**config.mk**
```make
export PLATFORM = sky130hd
export DESIGN_NAME = sfifo_w16_d32
export DESIGN_NICKNAME = d
export VERILOG_FILES = /design/src/rtl/sync_fifo_core_pkg.sv /design/src/rtl/sfifo_w16_d32.sv /design/src/rtl/sync_fifo_ram.sv /design/src/rtl/sync_fifo_core.sv
export SDC_FILE = /design/constraint.sdc
export NUM_CORES = 1
export LEC_CHECK = 0
export CELL_PAD_IN_SITES_DETAIL_PLACEMENT = 0
export CELL_PAD_IN_SITES_GLOBAL_PLACEMENT = 2
export CORE_ASPECT_RATIO = 1.1
export CORE_MARGIN = 2
export CORE_UTILIZATION = 40
export DETAILED_ROUTE_END_ITERATION = 10
export PLACE_DENSITY = 0.64
export SYNTH_ARGS = -nofsm -noshare
export SYNTH_HDL_FRONTEND = slang
export SYNTH_SLANG_ARGS = --single-unit
```
**constraint.sdc**
```tcl
create_clock -name clk -period 8.4 [get_ports clk]
set_input_delay 0.84 -clock clk [delete_from_list [all_inputs] [get_ports clk]]
set_output_delay 0.84 -clock clk [all_outputs]
set_load 0.01 [all_outputs]
```
**src/rtl/sync_fifo_core_pkg.sv**
```systemverilog
// Geometry of the queue-manager FIFO instances built on sync_fifo_core.
package sync_fifo_core_pkg;
  localparam int D4K_WIDTH = 8;
  localparam int D4K_DEPTH = 4096;
  localparam int D32_WIDTH = 16;
  localparam int D32_DEPTH = 32;
endpackage

```
**src/rtl/sfifo_w16_d32.sv**
```systemverilog
// Queue-manager frame length pointer FIFO: 16-bit words, 32 deep, 1-cycle read latency.
// Upstream throttles from full; overflowing writes are dropped.
module sfifo_w16_d32
  import sync_fifo_core_pkg::*;
(
  input  logic        clk,
  input  logic        rstn,
  input  logic [15:0] din,
  input  logic        wr_en,
  input  logic        rd_en,
  output logic [15:0] dout,
  output logic        full,
  output logic        empty,
  output logic [5:0]  data_count
);

  sync_fifo_core #(
    .WIDTH (D32_WIDTH),
    .DEPTH (D32_DEPTH)
  ) u_core (
    .clk        (clk),
    .rstn       (rstn),
    .din        (din),
    .wr_en      (wr_en),
    .rd_en      (rd_en),
    .dout       (dout),
    .full       (full),
    .empty      (empty),
    .data_count (data_count)
  );

endmodule

```
**src/rtl/sync_fifo_ram.sv**
```systemverilog
// Simple dual-port RAM: port A writes, port B reads synchronously (1-cycle latency).
// No flow control of its own; the read register holds when re is low.
module sync_fifo_ram #(
  parameter int WIDTH = 8,
  parameter int DEPTH = 4096,
  localparam int AW   = $clog2(DEPTH)
) (
  input  logic             clk,
  input  logic             rstn,
  input  logic             we,
  input  logic [AW-1:0]    waddr,
  input  logic [WIDTH-1:0] wdata,
  input  logic             re,
  input  logic [AW-1:0]    raddr,
  output logic [WIDTH-1:0] rdata
);

  logic [WIDTH-1:0] mem [DEPTH];

  // Array kept free of reset so it maps onto block RAM.
  always_ff @(posedge clk) begin
    if (we) mem[waddr] <= wdata;
  end

  always_ff @(posedge clk or negedge rstn) begin
    if (!rstn)   rdata <= '0;
    else if (re) rdata <= mem[raddr];
  end

endmodule

```
**src/rtl/sync_fifo_core.sv**
```systemverilog
// Single-clock FIFO, registered dout one cycle after an accepted read, occupancy count.
// Writes when full and reads when empty are dropped; full/empty come from the count.
module sync_fifo_core #(
  parameter int WIDTH = 8,
  parameter int DEPTH = 4096,
  localparam int AW   = $clog2(DEPTH)
) (
  input  logic             clk,
  input  logic             rstn,
  input  logic [WIDTH-1:0] din,
  input  logic             wr_en,
  input  logic             rd_en,
  output logic [WIDTH-1:0] dout,
  output logic             full,
  output logic             empty,
  output logic [AW:0]      data_count
);

  localparam logic [AW:0]   FULL_CNT = (AW+1)'(DEPTH);
  localparam logic [AW-1:0] PTR_ONE  = AW'(1);
  localparam logic [AW:0]   CNT_ONE  = (AW+1)'(1);

  logic [AW-1:0] wr_ptr;
  logic [AW-1:0] rd_ptr;
  logic [AW:0]   count;
  logic          wr_ok;
  logic          rd_ok;

  assign full       = (count == FULL_CNT);
  assign empty      = (count == '0);
  assign data_count = count;
  assign wr_ok      = wr_en & ~full;
  assign rd_ok      = rd_en & ~empty;

  // Pointers wrap for free since DEPTH is a power of two.
  always_ff @(posedge clk or negedge rstn) begin
    if (!rstn) begin
      wr_ptr <= '0;
      rd_ptr <= '0;
      count  <= '0;
    end else begin
      if (wr_ok) wr_ptr <= wr_ptr + PTR_ONE;
      if (rd_ok) rd_ptr <= rd_ptr + PTR_ONE;
      case ({wr_ok, rd_ok})
        2'b10:   count <= count + CNT_ONE;
        2'b01:   count <= count - CNT_ONE;
        default: count <= count;
      endcase
    end
  end

  sync_fifo_ram #(
    .WIDTH (WIDTH),
    .DEPTH (DEPTH)
  ) u_ram (
    .clk   (clk),
    .rstn  (rstn),
    .we    (wr_ok),
    .waddr (wr_ptr),
    .wdata (din),
    .re    (rd_ok),
    .raddr (rd_ptr),
    .rdata (dout)
  );

endmodule

```
Word-level counts from Yosys, hierarchy flattened
Memory sizes are Yosys's and may differ from the RTL's. A register that Yosys moved wholly into a read port is not among the register bits.
Cells that the tools add are included.
W data, S select, Z words.
{"block": "totals", "ff_bits": 16, "ram_bits": 512, "out_inout_bits": 24, "elab_cells": 21, "memories": 1}
{"block": "classes", "n_addsub": 4, "n_eq_ne": 3, "n_mux": 3, "bitwise": 4, "reduce_logical": 3}
{"name": "u_core.u_ram.mem", "words": 32, "word_bits": 16, "rd": 1, "rd_ports_with_merged_regs": 1, "write_ports": 1, "line_no": "sync_fifo_ram.sv:18", "source": "logic [WIDTH-1:0] mem [DEPTH];"}
{"op": "$pmux W6 S2", "n": 1}
{"op": "$add A5 B1 Y5 const B", "n": 2}
{"op": "$add A6 B1 Y6 const B", "n": 1}
{"op": "$eq A6 B6 Y1 const B", "n": 1}
{"op": "$logic_not A6 Y1", "n": 1}
{"op": "$sub A6 B1 Y6 const B", "n": 1}
{"op": "$and A1 B1 Y1", "n": 2}
{"op": "$eq A2 B1 Y1 const B", "n": 1}
{"op": "$eq A2 B2 Y1 const B", "n": 1}
{"op": "$mux W1", "n": 2}
{"op": "$not A1 Y1", "n": 2}
{"op": "$reduce_bool A2 Y1", "n": 1}
{"op": "$logic_not A1 Y1", "n": 1}

Longest topological paths before layout
{"block": "depth", "word_depth": 5, "mapped_depth": 13, "mapped_depth_nobuf": 12}

By module
From an unflattened synthesis, not the netlist that was laid out.
{"block": "unflattened", "cells_unflattened": 1213, "area_unflattened_um2": 21538.2}
{"module": "sync_fifo_ram", "instances": 1, "cells_per_inst": 1127, "area_per_inst_um2": 20608.5}
{"module": "sync_fifo_core", "instances": 1, "cells_per_inst": 86, "area_per_inst_um2": 929.6}

Worst setup path before layout
OpenSTA, ideal clock, no wires.
{"block": "synth_timing", "path_kind": "flip-flop to flip-flop", "start": "register u_core.count[1], in the netlist u_core.data_count[1]", "end": "register u_core.count[5], in the netlist u_core.data_count[5]", "t_arrival_ns": 2.876, "slack_ns": 5.444, "stages_incl_launch_ff": 13, "n_path_buf": 1, "path_cell_list": "dfrtp_1 or4_4 nor3_4 or2b_1 buf_6 inv_2 ha_1 ha_1 a21o_1 a21oi_1 or4_1 nand3_1 xnor2_1"}
{"block": "synth_via", "elab_chain_len": 5}
{"element": "start, declared", "line_no": "sync_fifo_core.sv:25", "source": "logic [AW:0] count;"}
{"element": "start signal, assigned", "line_no": "sync_fifo_core.sv:45", "source": "2'b10: count <= count + CNT_ONE;"}
{"element": "start signal, assigned", "line_no": "sync_fifo_core.sv:46", "source": "2'b01: count <= count - CNT_ONE;"}
{"element": "start signal, assigned", "line_no": "sync_fifo_core.sv:47", "source": "default: count <= count;"}
{"element": "$logic_not A6 Y1 (*)", "line_no": "sync_fifo_core.sv:30", "source": "assign empty = (count == '0);"}
{"element": "net empty", "line_no": "sfifo_w16_d32.sv:13", "source": "output logic empty,"}
{"element": "$not A1 Y1 (*)", "line_no": "sync_fifo_core.sv:33", "source": "assign rd_ok = rd_en & ~empty;"}
{"element": "$and A1 B1 Y1 (*)", "line_no": "sync_fifo_core.sv:33"}
{"element": "net u_core.rd_ok", "line_no": "sync_fifo_core.sv:27", "source": "logic rd_ok;"}
{"element": "$eq A2 B1 Y1 / $eq A2 B2 Y1 (equally long branches)", "line_no": "sync_fifo_core.sv:44", "source": "case ({wr_ok, rd_ok})"}
{"element": "$pmux W6 S2 / $reduce_bool A2 Y1 (equally long branches)"}
Mark *: on every way through the listed nets, which the timed path passes. The rest lies on a longest branch.
A chain may end at the register's enable or synchronous reset.

==> impl_metrics.json <==
{
  "status": "finished, final reports clean",
  "tritoncts": "done",
  "die_x_microns": 224,
  "cts.sinks": 544,
  "setup_slack_ns": 4.87,
  "yosysWarnings": 0,
  "grt_pass1_wl_microns": 74800,
  "htreeDepth": 2,
  "routed_wl_microns": 51400,
  "dpl_cell_area_sq_um": 22700,
  "wl_per_cell_microns": 27.1,
  "drc": 0,
  "worstSkewPairLatency_ns": 0.60,
  "drt.antenna.violating_nets": 0,
  "rsz0062_at_grt": "false",
  "crit_type": "register to register",
  "drtPass1Iterations": 5,
  "routabilityCongestion": 0.723,
  "powerDensity_nw_per_um2": 326,
  "synth_edf_count": 512,
  "ys_seq_elements": 544,
  "syn_nets": 1114,
  "worstSetupStartpointType": "register",
  "dp_hpwl_microns": 30000,
  "portBuffers": 43,
  "tns_ns": 0,
  "vias_per_cell": 5.51,
  "layout_commonest_cell": "edfxtp_1",
  "drive_gt1_frac": 0.188,
  "finalSetupViolCount": 0,
  "clock_path_buffers": 3,
  "track_usage": 0.191,
  "cp.arrival_ns": 3.97,
  "dieArea_sq_um": 55100,
  "max-cap-violations": 0,
  "numCtsBuffers": 54,
  "synthFlopType": "edfxtp_1",
  "grt_pass1_vias": 10500,
  "layout_min_cycle_time_ns": 3.53,
  "grt_max_degree": 92,
  "clk_pin_slew_ns": 0.06,
  "hold_viol": 0,
  "syn_area_per_cell_sq_um": 19.7,
  "root_buffer": "clkbuf_16",
  "synth.distinct_cells": 48,
  "critPathMaxFanout": 91,
  "tightest_slew_ns": 1.28,
  "cts_hold_buf": 0,
  "peakVddDrop_mv": 0.166,
  "nets": 1206,
  "slew_viol_final": 0,
  "place_ws_ns": 4.71,
  "start_util": 0.405,
  "ys_async_sr_fraction": 0.0588,
  "die_h_microns": 246,
  "skew_ns": 0.0222,
  "final_cell_count_no_fill": 1896,
  "core_sq_um": 52500,
  "min_period_over_period": 0.420,
  "antenna_found_initial": 0,
  "grt-ovfl-total": 0,
  "dpl.cell_count": 1794,
  "detailedRoute.firstIterationViolations": 902,
  "hold_ws_ns": 0.426,
  "vias": 10400,
  "nFillCells": 4363,
  "required_ns": 8.84,
  "synth_cells": 1083,
  "rows": 88,
  "relSlewSlack": 0.142,
  "timing.fmax_mhz": 283,
  "io_pins": 44,
  "layout_common_cells": "edfxtp_1, mux2i_1, mux4_2",
  "post_cts_buffers": 0,
  "area_delta_synth_final_pct": 14.1,
  "cts.repair.resized": 0,
  "p_leak_nw": 8.03,
  "design_area_sq_um": 24300,
  "rr_startpoint": "u_core.rd_ptr[0]$_DFFE_PN0P_",
  "yosysSeqAreaShare": 0.760,
  "worstSetupStartpoint": "u_core.rd_ptr[0]$_DFFE_PN0P_",
  "end_kind": "register",
  "hp-class": "input port to async pin",
  "syn_area_sq_um": 21300
}
stage by stage:
| stage | util | power, mW |
|---|---|---|
| detailed placement | 0.431 | 5.79 |
| finish | 0.463 | 7.93 |
| CTS | 0.463 | 8.05 |
| global route | 0.463 | 8.30 |
| global placement | 0.431 | 5.79 |
| floorplan | - | 4.93 |
logic make-up (layout without fill, tap and decap cells):
logic type,after synthesis,after routing,share of synthesized area
DFF,544,544,0.760
xor gates and xnor gates,12,12,0.00494
other,0,1,0
muxes,193,193,0.130
and+or+nand+nor,84,84,0.0193
buffers and inverters,72,209,0.0196
AOI/OAI and AO/OA,167,167,0.0602
adders and majority gates,11,11,0.00682
power by group:
group	leakage, nW	switching [mW]	internal (mW)
combinational	2.22	1.31	0.951
sequential	4.99	0.222	3.20
clock	0.811	0.987	1.26
synth_stat cells, drive strengths merged, types with 2 or more instances:
| library cell | n | area share |
|---|---|---|
| nor3 | 5 | 0.0017 |
| inv | 10 | 0.0018 |
| mux4 | 66 | 0.070 |
| o22ai | 17 | 0.0050 |
| buf | 42 | 0.014 |
| xnor2 | 10 | 0.0041 |
| dfrtp | 32 | 0.038 |
| o22a | 30 | 0.012 |
| a221oi | 15 | 0.0088 |
| nand2 | 20 | 0.0035 |
| nor2 | 36 | 0.0065 |
| or4 | 2 | 0.00088 |
| xor2 | 2 | 0.00082 |
| a21oi | 17 | 0.0040 |
| a41oi | 15 | 0.0062 |
| a21o | 2 | 0.00070 |
| mux2i | 127 | 0.060 |
| a22o | 15 | 0.0062 |
| or3b | 2 | 0.00082 |
| clkbuf | 20 | 0.0036 |
| o21ai | 24 | 0.0056 |
| nand4 | 3 | 0.00088 |
| a211oi | 15 | 0.0053 |
| ha | 10 | 0.0059 |
| edfxtp | 512 | 0.72 |
| nand3 | 4 | 0.00094 |
| a22oi | 15 | 0.0053 |
| nor2b | 2 | 0.00059 |
| nand3b | 4 | 0.0014 |
metal layers:
metal  track usage  share of wire  vias to the layer above
met5             0              0                        -
met2         0.302           0.47                      251
met3        0.0309          0.046                       63
li1              -              -                     4638
met1         0.279           0.46                     5497
met4        0.0447          0.018                        0
worst paths after layout:
| path | cells past startpoint | end | slack [ns] |
|---|---|---|---|
| setup / recovery | 6 | u_core.u_ram.rdata[14]$_DFFE_PN0P_ | 4.87 |
| hold / removal | 1 | u_core.wr_ptr[0]$_DFFE_PN0P_ | 0.43 |
| setup reg to reg | 6 | u_core.u_ram.rdata[14]$_DFFE_PN0P_ | 4.87 |
| hold reg to reg | 1 | u_core.rd_ptr[2]$_DFFE_PN0P_ | 0.47 |
| max in group asynchronous | 1 | u_core.rd_ptr[0]$_DFFE_PN0P_ | 7.21 |
| min in group clk | 1 | u_core.rd_ptr[2]$_DFFE_PN0P_ | 0.47 |
critical path: stages (launching register included):
cell and delay [ns]:
dfrtp_4 0.95, buf_12 0.49, mux4_2 0.61, mux2i_1 0.15, nor2_1 0.08, o41ai_1 0.79, o21ai_0 0.16
final cells by class:
| type | count | area [sq um] | area share |
|---|---|---|---|
| Clock inverter | 27 | 169 | 0.00695 |
| Tap cell | 675 | 845 | 0.0347 |
| Antenna cell | 1 | 2.50 | 0.000103 |
| Clock buffer | 74 | 1480 | 0.0607 |
| Timing Repair Buffer | 98 | 851 | 0.0350 |
| Inverter | 10 | 37.5 | 0.00154 |
| Multi-Input combinational cell | 467 | 4740 | 0.195 |
| Sequential cell | 544 | 16200 | 0.666 |
flip-flops by register name, summed over array words and instances, names as in the netlist:
register,count
u_core.u_ram.mem,512
u_core.u_ram.rdata,16
u_core.data_count,6
u_core.rd_ptr,5
u_core.wr_ptr,5
Note: power is estimated with default switching activity, not from simulation.
